File: src/rtl/snake_prey_ctrl.sv
// Prey spawner for the snake game: pulls candidates from a random generator,
// range-checks them, asks the snake body for occupancy and commits a free cell.
// Optional retry statistics counter is enabled by defining SNAKE_PREY_CTRL_STATS_EN.
module snake_prey_ctrl #(
    parameter int H_LOGIC_WIDTH = 5,
    parameter int V_LOGIC_WIDTH = 5,
    parameter int H_LOGIC_MAX   = 31,
    parameter int V_LOGIC_MAX   = 23,
    parameter int MAX_TRIES     = 16
) (
    input  logic                     clk,
    input  logic                     rst,
    input  logic                     spawn_req,
    output logic                     gen_load,
    input  logic [H_LOGIC_WIDTH-1:0] cand_x,
    input  logic [V_LOGIC_WIDTH-1:0] cand_y,
    output logic                     qry_vld,
    output logic [H_LOGIC_WIDTH-1:0] qry_x,
    output logic [V_LOGIC_WIDTH-1:0] qry_y,
    input  logic                     qry_ack,
    input  logic                     qry_hit,
    output logic [H_LOGIC_WIDTH-1:0] prey_x,
    output logic [V_LOGIC_WIDTH-1:0] prey_y,
    output logic                     prey_vld,
    output logic                     busy,
    output logic                     done,
    output logic                     fail,
    output logic [15:0]              retry_cnt
);

    localparam logic [H_LOGIC_WIDTH-1:0] H_MAX_C = H_LOGIC_WIDTH'(H_LOGIC_MAX);
    localparam logic [V_LOGIC_WIDTH-1:0] V_MAX_C = V_LOGIC_WIDTH'(V_LOGIC_MAX);
    localparam logic [7:0]               TRIES_C = 8'(MAX_TRIES);

    typedef enum logic [2:0] {
        ST_IDLE   = 3'd0,
        ST_LOAD   = 3'd1,
        ST_BOUND  = 3'd2,
        ST_QUERY  = 3'd3,
        ST_COMMIT = 3'd4,
        ST_FAIL   = 3'd5
    } state_t;

    state_t                     state_q, state_d;
    logic                       pend_q, pend_d;
    logic [7:0]                 try_q, try_d;
    logic [7:0]                 try_inc_s;
    logic                       rej_s;
    logic [H_LOGIC_WIDTH-1:0]   qry_x_q, qry_x_d, prey_x_q, prey_x_d;
    logic [V_LOGIC_WIDTH-1:0]   qry_y_q, qry_y_d, prey_y_q, prey_y_d;
    logic                       prey_vld_q, prey_vld_d;
    logic                       gen_load_q, qry_vld_q, busy_q, done_q, fail_q;

    assign try_inc_s = try_q + 8'd1;

    // Next-state, pending-request and datapath selection.
    always_comb begin
        state_d    = state_q;
        pend_d     = pend_q;
        try_d      = try_q;
        qry_x_d    = qry_x_q;
        qry_y_d    = qry_y_q;
        prey_x_d   = prey_x_q;
        prey_y_d   = prey_y_q;
        prey_vld_d = prey_vld_q;
        rej_s      = 1'b0;

        // A single request can be queued behind a running spawn; extras are dropped.
        if (spawn_req && (state_q != ST_IDLE) && !pend_q) begin
            pend_d = 1'b1;
        end else begin
            pend_d = pend_q;
        end

        case (state_q)
            ST_IDLE: begin
                if (spawn_req || pend_q) begin
                    state_d    = ST_LOAD;
                    pend_d     = 1'b0;
                    try_d      = 8'd0;
                    prey_vld_d = 1'b0;
                end else begin
                    state_d = ST_IDLE;
                end
            end
            ST_LOAD: begin
                state_d = ST_BOUND;
            end
            ST_BOUND: begin
                qry_x_d = cand_x;
                qry_y_d = cand_y;
                if ((cand_x <= H_MAX_C) && (cand_y <= V_MAX_C)) begin
                    state_d = ST_QUERY;
                end else begin
                    rej_s = 1'b1;
                end
            end
            ST_QUERY: begin
                if (qry_ack && qry_hit) begin
                    rej_s = 1'b1;
                end else if (qry_ack) begin
                    state_d    = ST_COMMIT;
                    prey_x_d   = qry_x_q;
                    prey_y_d   = qry_y_q;
                    prey_vld_d = 1'b1;
                end else begin
                    state_d = ST_QUERY;
                end
            end
            ST_COMMIT: begin
                state_d = ST_IDLE;
            end
            ST_FAIL: begin
                state_d = ST_IDLE;
            end
            default: begin
                state_d = ST_IDLE;
            end
        endcase

        if (rej_s) begin
            try_d   = try_inc_s;
            state_d = (try_inc_s == TRIES_C) ? ST_FAIL : ST_LOAD;
        end else begin
            try_d = try_d;
        end
    end

    // State, datapath and output registers; outputs are decoded from the next state.
    always_ff @(posedge clk) begin
        if (rst) begin
            state_q    <= ST_IDLE;
            pend_q     <= 1'b0;
            try_q      <= 8'd0;
            qry_x_q    <= '0;
            qry_y_q    <= '0;
            prey_x_q   <= '0;
            prey_y_q   <= '0;
            prey_vld_q <= 1'b0;
            gen_load_q <= 1'b0;
            qry_vld_q  <= 1'b0;
            busy_q     <= 1'b0;
            done_q     <= 1'b0;
            fail_q     <= 1'b0;
        end else begin
            state_q    <= state_d;
            pend_q     <= pend_d;
            try_q      <= try_d;
            qry_x_q    <= qry_x_d;
            qry_y_q    <= qry_y_d;
            prey_x_q   <= prey_x_d;
            prey_y_q   <= prey_y_d;
            prey_vld_q <= prey_vld_d;
            gen_load_q <= (state_d == ST_LOAD);
            qry_vld_q  <= (state_d == ST_QUERY);
            busy_q     <= (state_d != ST_IDLE);
            done_q     <= (state_d == ST_COMMIT);
            fail_q     <= (state_d == ST_FAIL);
        end
    end

`ifdef SNAKE_PREY_CTRL_STATS_EN
    logic [15:0] retry_q;

    // Saturating count of every rejected candidate; only rst clears it.
    always_ff @(posedge clk) begin
        if (rst) begin
            retry_q <= 16'd0;
        end else if (rej_s && (retry_q != 16'hFFFF)) begin
            retry_q <= retry_q + 16'd1;
        end else begin
            retry_q <= retry_q;
        end
    end

    assign retry_cnt = retry_q;
`else
    assign retry_cnt = 16'd0;
`endif

    assign gen_load = gen_load_q;
    assign qry_vld  = qry_vld_q;
    assign qry_x    = qry_x_q;
    assign qry_y    = qry_y_q;
    assign prey_x   = prey_x_q;
    assign prey_y   = prey_y_q;
    assign prey_vld = prey_vld_q;
    assign busy     = busy_q;
    assign done     = done_q;
    assign fail     = fail_q;

endmodule

File: config.mk
export PLATFORM = sky130hd
export DESIGN_NAME = snake_prey_ctrl
export DESIGN_NICKNAME = d
export VERILOG_FILES = /design/src/rtl/snake_prey_ctrl.sv
export SDC_FILE = /design/constraint.sdc
export NUM_CORES = 1
export LEC_CHECK = 0
export BUFFER_PORTS_ARGS = -buffer_cell sky130_fd_sc_hd__clkbuf_2
export CORE_MARGIN = 2
export CORE_UTILIZATION = 31
export CTS_CLUSTER_SIZE = 40
export DETAILED_ROUTE_END_ITERATION = 8
export PLACE_DENSITY_LB_ADDON = 0.08
export SYNTH_ARGS = -nofsm -noshare
export SYNTH_HDL_FRONTEND = slang
export SYNTH_SLANG_ARGS = --single-unit
File: constraint.sdc
create_clock -name clk -period 4.19 [get_ports clk]
set_clock_uncertainty 0.2 [all_clocks]
set_input_delay 0 -clock clk [delete_from_list [all_inputs] [get_ports clk]]
set_output_delay 0 -clock clk [all_outputs]
set_load 0.03 [all_outputs]
# --- After elaboration in Yosys (flattened, before gate mapping) ---
# Cells that the tools add are included.
op_classes:
  magnitude_cmp: 2
  addsub: 1
  muxes: 20
  eq_ne: 11
  bitwise: 1
  reduce_logical: 15
op_table:
  columns: ["cell", "n"]
  rows:
  - ["8-bit two-way mux", 3]
  - ["3-bit two-way mux", 5]
  - ["3-bit one-hot mux with 4 select lines", 1]
  - ["5-bit <= comparator, second input constant", 2]
  - ["3-bit by 2-bit == test with 1-bit output, second input constant", 3]
  - ["1-bit two-way mux", 9]
  - ["8-bit by 1-bit adder with 8-bit output, second input constant", 1]
  - ["8-bit by 5-bit == test with 1-bit output, second input constant", 1]
  - ["3-bit by 1-bit == test with 1-bit output, second input constant", 2]
  - ["3-bit == test, second input constant", 2]
  - ["2-bit != test, second input constant", 3]
  - ["2-bit nonzero test", 3]
  - ["3-bit nonzero test", 2]
  - ["1-bit logical AND", 4]
  - ["1-bit one-hot mux with 2 select lines", 2]
  - ["4-bit AND reduction", 1]
  - ["3-bit logical NOT", 1]
  - ["3-bit AND reduction", 1]
  - ["2-bit AND reduction", 1]
  - ["1-bit logical NOT", 1]
  - ["1-bit logical OR", 1]
  - ["1-bit inverter", 1]
word_totals:
  wordCells: 63
  register_bits: 38
  out_inout_bits: 42

# --- Depth between registers and ports, before layout ---
depth:
  word_depth: 6
  mapped_depth: 5

# --- Worst setup path before layout ---
# Ideal clock, no wire load.
synth_path:
  path_kind: "register to register"
  start: "reg state_q[1]"
  end: "reg try_q[5]"
  path_stages_with_launch: 5
  path_buffers: 0
  setup_ns: 0.074
  required_time_ns: 3.916
  setup_slack_ns: 2.594
  t_arrival_ns: 1.322
  cell_sequence: "dfxtp_1 > nor3b_2 > a32oi_2 > or3_1 > a31oi_1"
synth_via:
  elab_chain_cells: 4
  word_cells_on_any_way: 8
  classes_between: "eq/ne (2); mux (2); reduce/logical (4)"
synth_rtl:
  columns: ["element", "line_no", "text"]
  rows:
  - ["from (decl)", "44", "state_t state_q, state_d;"]
  - ["from (signal assigned)", "146", "state_q <= state_d;"]
  - ["3-bit by 2-bit == test with 1-bit output", "75", "case (state_q)"]
  - ["1-bit one-hot mux with 2 select lines", "75", null]
  - ["2-bit nonzero test (no source line)", null, null]
  - ["2-bit AND reduction (no source line)", null, null]
  - ["to (signal assigned)", "148", "try_q <= try_d;"]
  - ["to (decl)", "46", "logic [7:0] try_q, try_d;"]
# Several ways; a longest one is shown, not always the timed one.
# A chain may end at the register's enable or synchronous reset.

# --- Worst setup path in the final report ---
layout_path:
  start: "reg state_q[1]"
  end: "reg fail_q (netlist: fail)"
layout_via:
  elab_chain_cells: 4
  word_cells_on_any_way: 10
  classes_between: "eq/ne (4); mux (5); reduce/logical (1)"
layout_rtl:
  columns: ["element", "line_no", "text"]
  rows:
  - ["3-bit by 2-bit == test with 1-bit output (tied with other cells)", "75", null]
  - ["3-bit one-hot mux with 4 select lines or 1-bit one-hot mux with 2 select lines (tied branches)", "75", null]
  - ["3-bit two-way mux (*)", "121", "if (rej_s) begin"]
  - ["3-bit == test (*)", "158", "fail_q <= (state_d == ST_FAIL);"]
  - ["to (signal assigned)", "158", null]
  - ["to (decl)", "52", "logic gen_load_q, qry_vld_q, busy_q, done_q, fail_q;"]
# Mark *: on every way between the ends. The rest lies on a longest branch, timed or not.

==> summary.md <==
| Metric | Value |
|---|---|
| Status | `complete, but fails checks` |
| Failing checks | `hold timing` |
| Vert. Die Dim | `between 70 and 80 um` |
| Ports | `57` |
| End of the worst register-to-register path | `fail` |
| Crit path depth | `4` |
| Top post-synthesis cells by count | `dfxtp_1 (38), nand2_1 (24), a21oi_1 (18), buf_4 (16), nor2_1 (16)` |
| Min Tclk post-route | `around 1.9 ns` |
| Full die area | `around 6100 sq um` |
| Fraction of registers with async set/reset | `0%` |
| Drt drc | `0` |
| Post-synth top area share | `around 45%` |
| Setup crit end kind | `flop` |
| Initial antenna violation count | `0` |
| Post-synthesis cell area | `around 1700 sq um` |
| # diodes | `0` |
| Most frequent cell after synthesis | `dfxtp_1` |
| Max Slew Vio Count | `0` |
| Vias in the first global route | `~1300` |
| Final instance area | `~2100 sq um` |
| Layout cell share with drive strength beyond 1 | `23.46%` |
| GPL Wtd Cong | `between 0.8 and 0.9` |
| Power Total | `between 800 and 900 uW` |
| DR iter-0 viols | `between 40 and 50` |
| Slowest cell on crit path | `dfxtp_1` |
| CTS buffer count | `5` |
| Worst Setup Slack, final | `2.268 ns` |
| Post-placement cell area | `1884 sq um` |
| PortBufs | `40` |
| Reg2reg setup slack | `2.27 ns` |
| Pwr/cell area | `between 300 and 400 nW/um^2` |
| Gr ovfl total | `0` |
| Clk Latency, worst-skew pair | `approximately 0.29 ns` |
| Sequential-to-total area share from yosys stat | `between 40% and 50%` |
| Post-detailed-route count of antenna-violating nets | `0` |
| Crit path capture | `fail` |
| Crit Path Max Fanout | `12` |
| Setup violators final | `0` |
| Max Cap Viol | `0` |
| Post-DR wirelength/cell | `between 10 and 15 um` |
| Hold Vio Cnt, Final | `1` |
| CP top delay family | `simple AND/OR/NAND/NOR gates` |
| Layout Area Growth over Synthesis | `24.96%` |
| TNS Setup | `0 ns` |
| Crit path kind | `flop to flop` |
| Slew headroom | `47.43%` |
| DP Worst Slack | `around 2.3 ns` |
| Number of synthesized flops with an enable pin | `0` |
| FF-to-FF Start | `state_q[1]` |
| Std-Cell Core Area | `roughly 5200 sq um` |
| Pleak | `around 0.00085 uW` |
| Die width | `just under 80 um` |
| Via Count | `1435` |
| Netlist cell types | `40` |
| Via density | `4.585` |
| Root Driver | `clkbuf_8` |
| Drt pass-1 iters | `4` |
| Initial Util | `approximately a third` |
| Crit path from | `state_q[1]` |
| TritonCTS clock tree | `done` |
| Synth Flop Type | `dfxtp_1` |
| Post-CTS Setup Bufs | `0` |
| Sink Count | `38` |
| Synth Instances | `between 150 and 200` |
| Worst path max stage delay | `about 0.44 ns` |
| Critical path buffer and inverter count | `0` |
| Top cells by area, synth | `dfxtp_1 (45%), buf_4 (7.1%), mux2i_1 (6.5%)` |
| Total GRT Usage | `13.33%` |
| Longest Clk Path Bufs | `2` |
| Detailed Place HPWL | `approximately 2.6 mm` |
| First-pass GRT wire length | `a little over 6 mm` |
| Worst hold slack | `-0.0007186 ns` |
| Critical path, cell by cell | `nor3b_2 > a32o_2 > nand2_2 > nor4b_2` |
| Startpoint types | `flop` |
| Reg2reg path depth | `4` |
| Yosys warns | `0` |
| Final layout net count | `~260` |
| Synth area leader | `dfxtp_1` |
| FMAX | `about 520 MHz` |
| Worst slew pin tran | `between 0.7 and 0.8 ns` |
| Mean post-synth cell area | `8.778 sq um` |
| Yosys reg bits | `38` |
| Largest net degree at the start of global routing | `39` |
| VDD IR-drop max | `between 0.00015 and 0.0002 V` |
| Core Rows | `26` |
| Tightest Hold Check Type | `primary input to flop` |
| CTS H-tree depth | `2` |
| Crit path arrival time | `1.90 ns` |
| Worst endpoint required time | `between 4 and 5 ns` |
| Period utilization | `45.86%` |
| Final wirelength | `between 3 and 4 mm` |
| RSZ-0062 raised after global routing | `false` |
| Clock transition at path regs | `about 0.07 ns` |
==> where the power goes <==
group	internal, uW	total, uW	switching (uW)
Sequential	374	386	11.2
Combinational	39.3	117	78.2
Clock	190	317	127
Total	604	820	216
==> worst min path at each step <==
stage              start         end  slack [ns]  depth (start not counted)
2_1_floorplan    qry_ack  state_q[1]       -0.08                          1
3_3_place_gp   cand_x[4]    qry_x[4]        0.04                          3
3_5_place_dp   cand_x[1]    qry_x[1]        0.04                          3
4_1_cts          qry_hit    try_q[7]       0.002                          4
5_1_grt          qry_hit    try_q[7]        0.04                          4
6_report         qry_hit    try_q[7]     -0.0007                          4
==> cell usage in the layout, fill, tap and decap left out, types with 2 or more instances in the layout <==
cell / netlist / final
and3_1: 2 / 2
nor3_1: 4 / 4
nor2_1: 16 / 16
nand4_1: 3 / 3
o21ai_0: 3 / 3
a21oi_1: 18 / 18
o21ai_1: 2 / 2
or2_2: 2 / 2
clkbuf_2: 0 / 40
nand2b_1: 3 / 3
nand2_1: 24 / 24
nand3_1: 11 / 11
dfxtp_1: 38 / 38
and2_1: 2 / 2
or3_1: 3 / 3
dlygate4sd3_1: 0 / 12
mux2i_1: 11 / 11
xnor2_1: 2 / 2
a311oi_1: 4 / 4
buf_4: 16 / 2
conb_1: 1 / 16
clkbuf_8: 0 / 6
==> worst min-delay path, stage by stage <==
cell and delay, ns:
clkbuf_2 0.13, a32oi_2 0.14, nand3_1 0.11, a21oi_1 0.06
==> state kept, by name, indices dropped and copies added, names as in the netlist <==
| register | cells |
|---|---|
| gen_load | 1 |
| pend_q | 1 |
| qry_y | 5 |
| prey_x | 5 |
| done | 1 |
| fail | 1 |
| try_q | 8 |
| busy | 1 |
| qry_x | 5 |
| state_q | 3 |
| qry_vld | 1 |
| prey_vld | 1 |
| prey_y | 5 |
==> routing by layer <==
metal  global-route usage, %  share of wire, %  wire [um]
met1                   16.63                47       1816
met2                   20.78                48       1859
met3                   4.186               4.4        171
met4                   6.491               1.4         55
met5                       0                 0          0
==> cells by family after synthesis <==
kind of cell    after synthesis  synth area share (%)
xor+xnor                      3                 1.551
fa+ha+maj                     1                0.7384
flops                        38                 44.90
other cells                   1                0.2214
simple gates                 76                 22.23
buf+inv                      27                 10.19
compound gates               36                 13.66
mux                          11                 6.500
==> stage by stage <==
step                cells  utilization (%)
detailed placement    294            36.20
global placement      294            36.20
finish                313            40.67
CTS                   313            40.67
global route          313            40.67
floorplan             208                -
==> repair_timing <==
| action | CTS | global route |
|---|---|---|
| hold endpoints to repair | 14 | 0 |
| setup endpoints to repair | 0 | 0 |
| resized for setup | 0 | 0 |
| hold buffers | 12 | 0 |
==> cell type report <==
type | instances | area (sq um)
clock inverter | 1 | 30.03
clock buffer | 6 | 82.58
fill | 560 | 3088
tap | 70 | 87.58
multi-input combinational | 143 | 817.0
sequential | 38 | 760.7
inverter | 1 | 3.754
timing repair buffer | 54 | 335.3
Note: power is estimated with default switching activity, not from simulation.
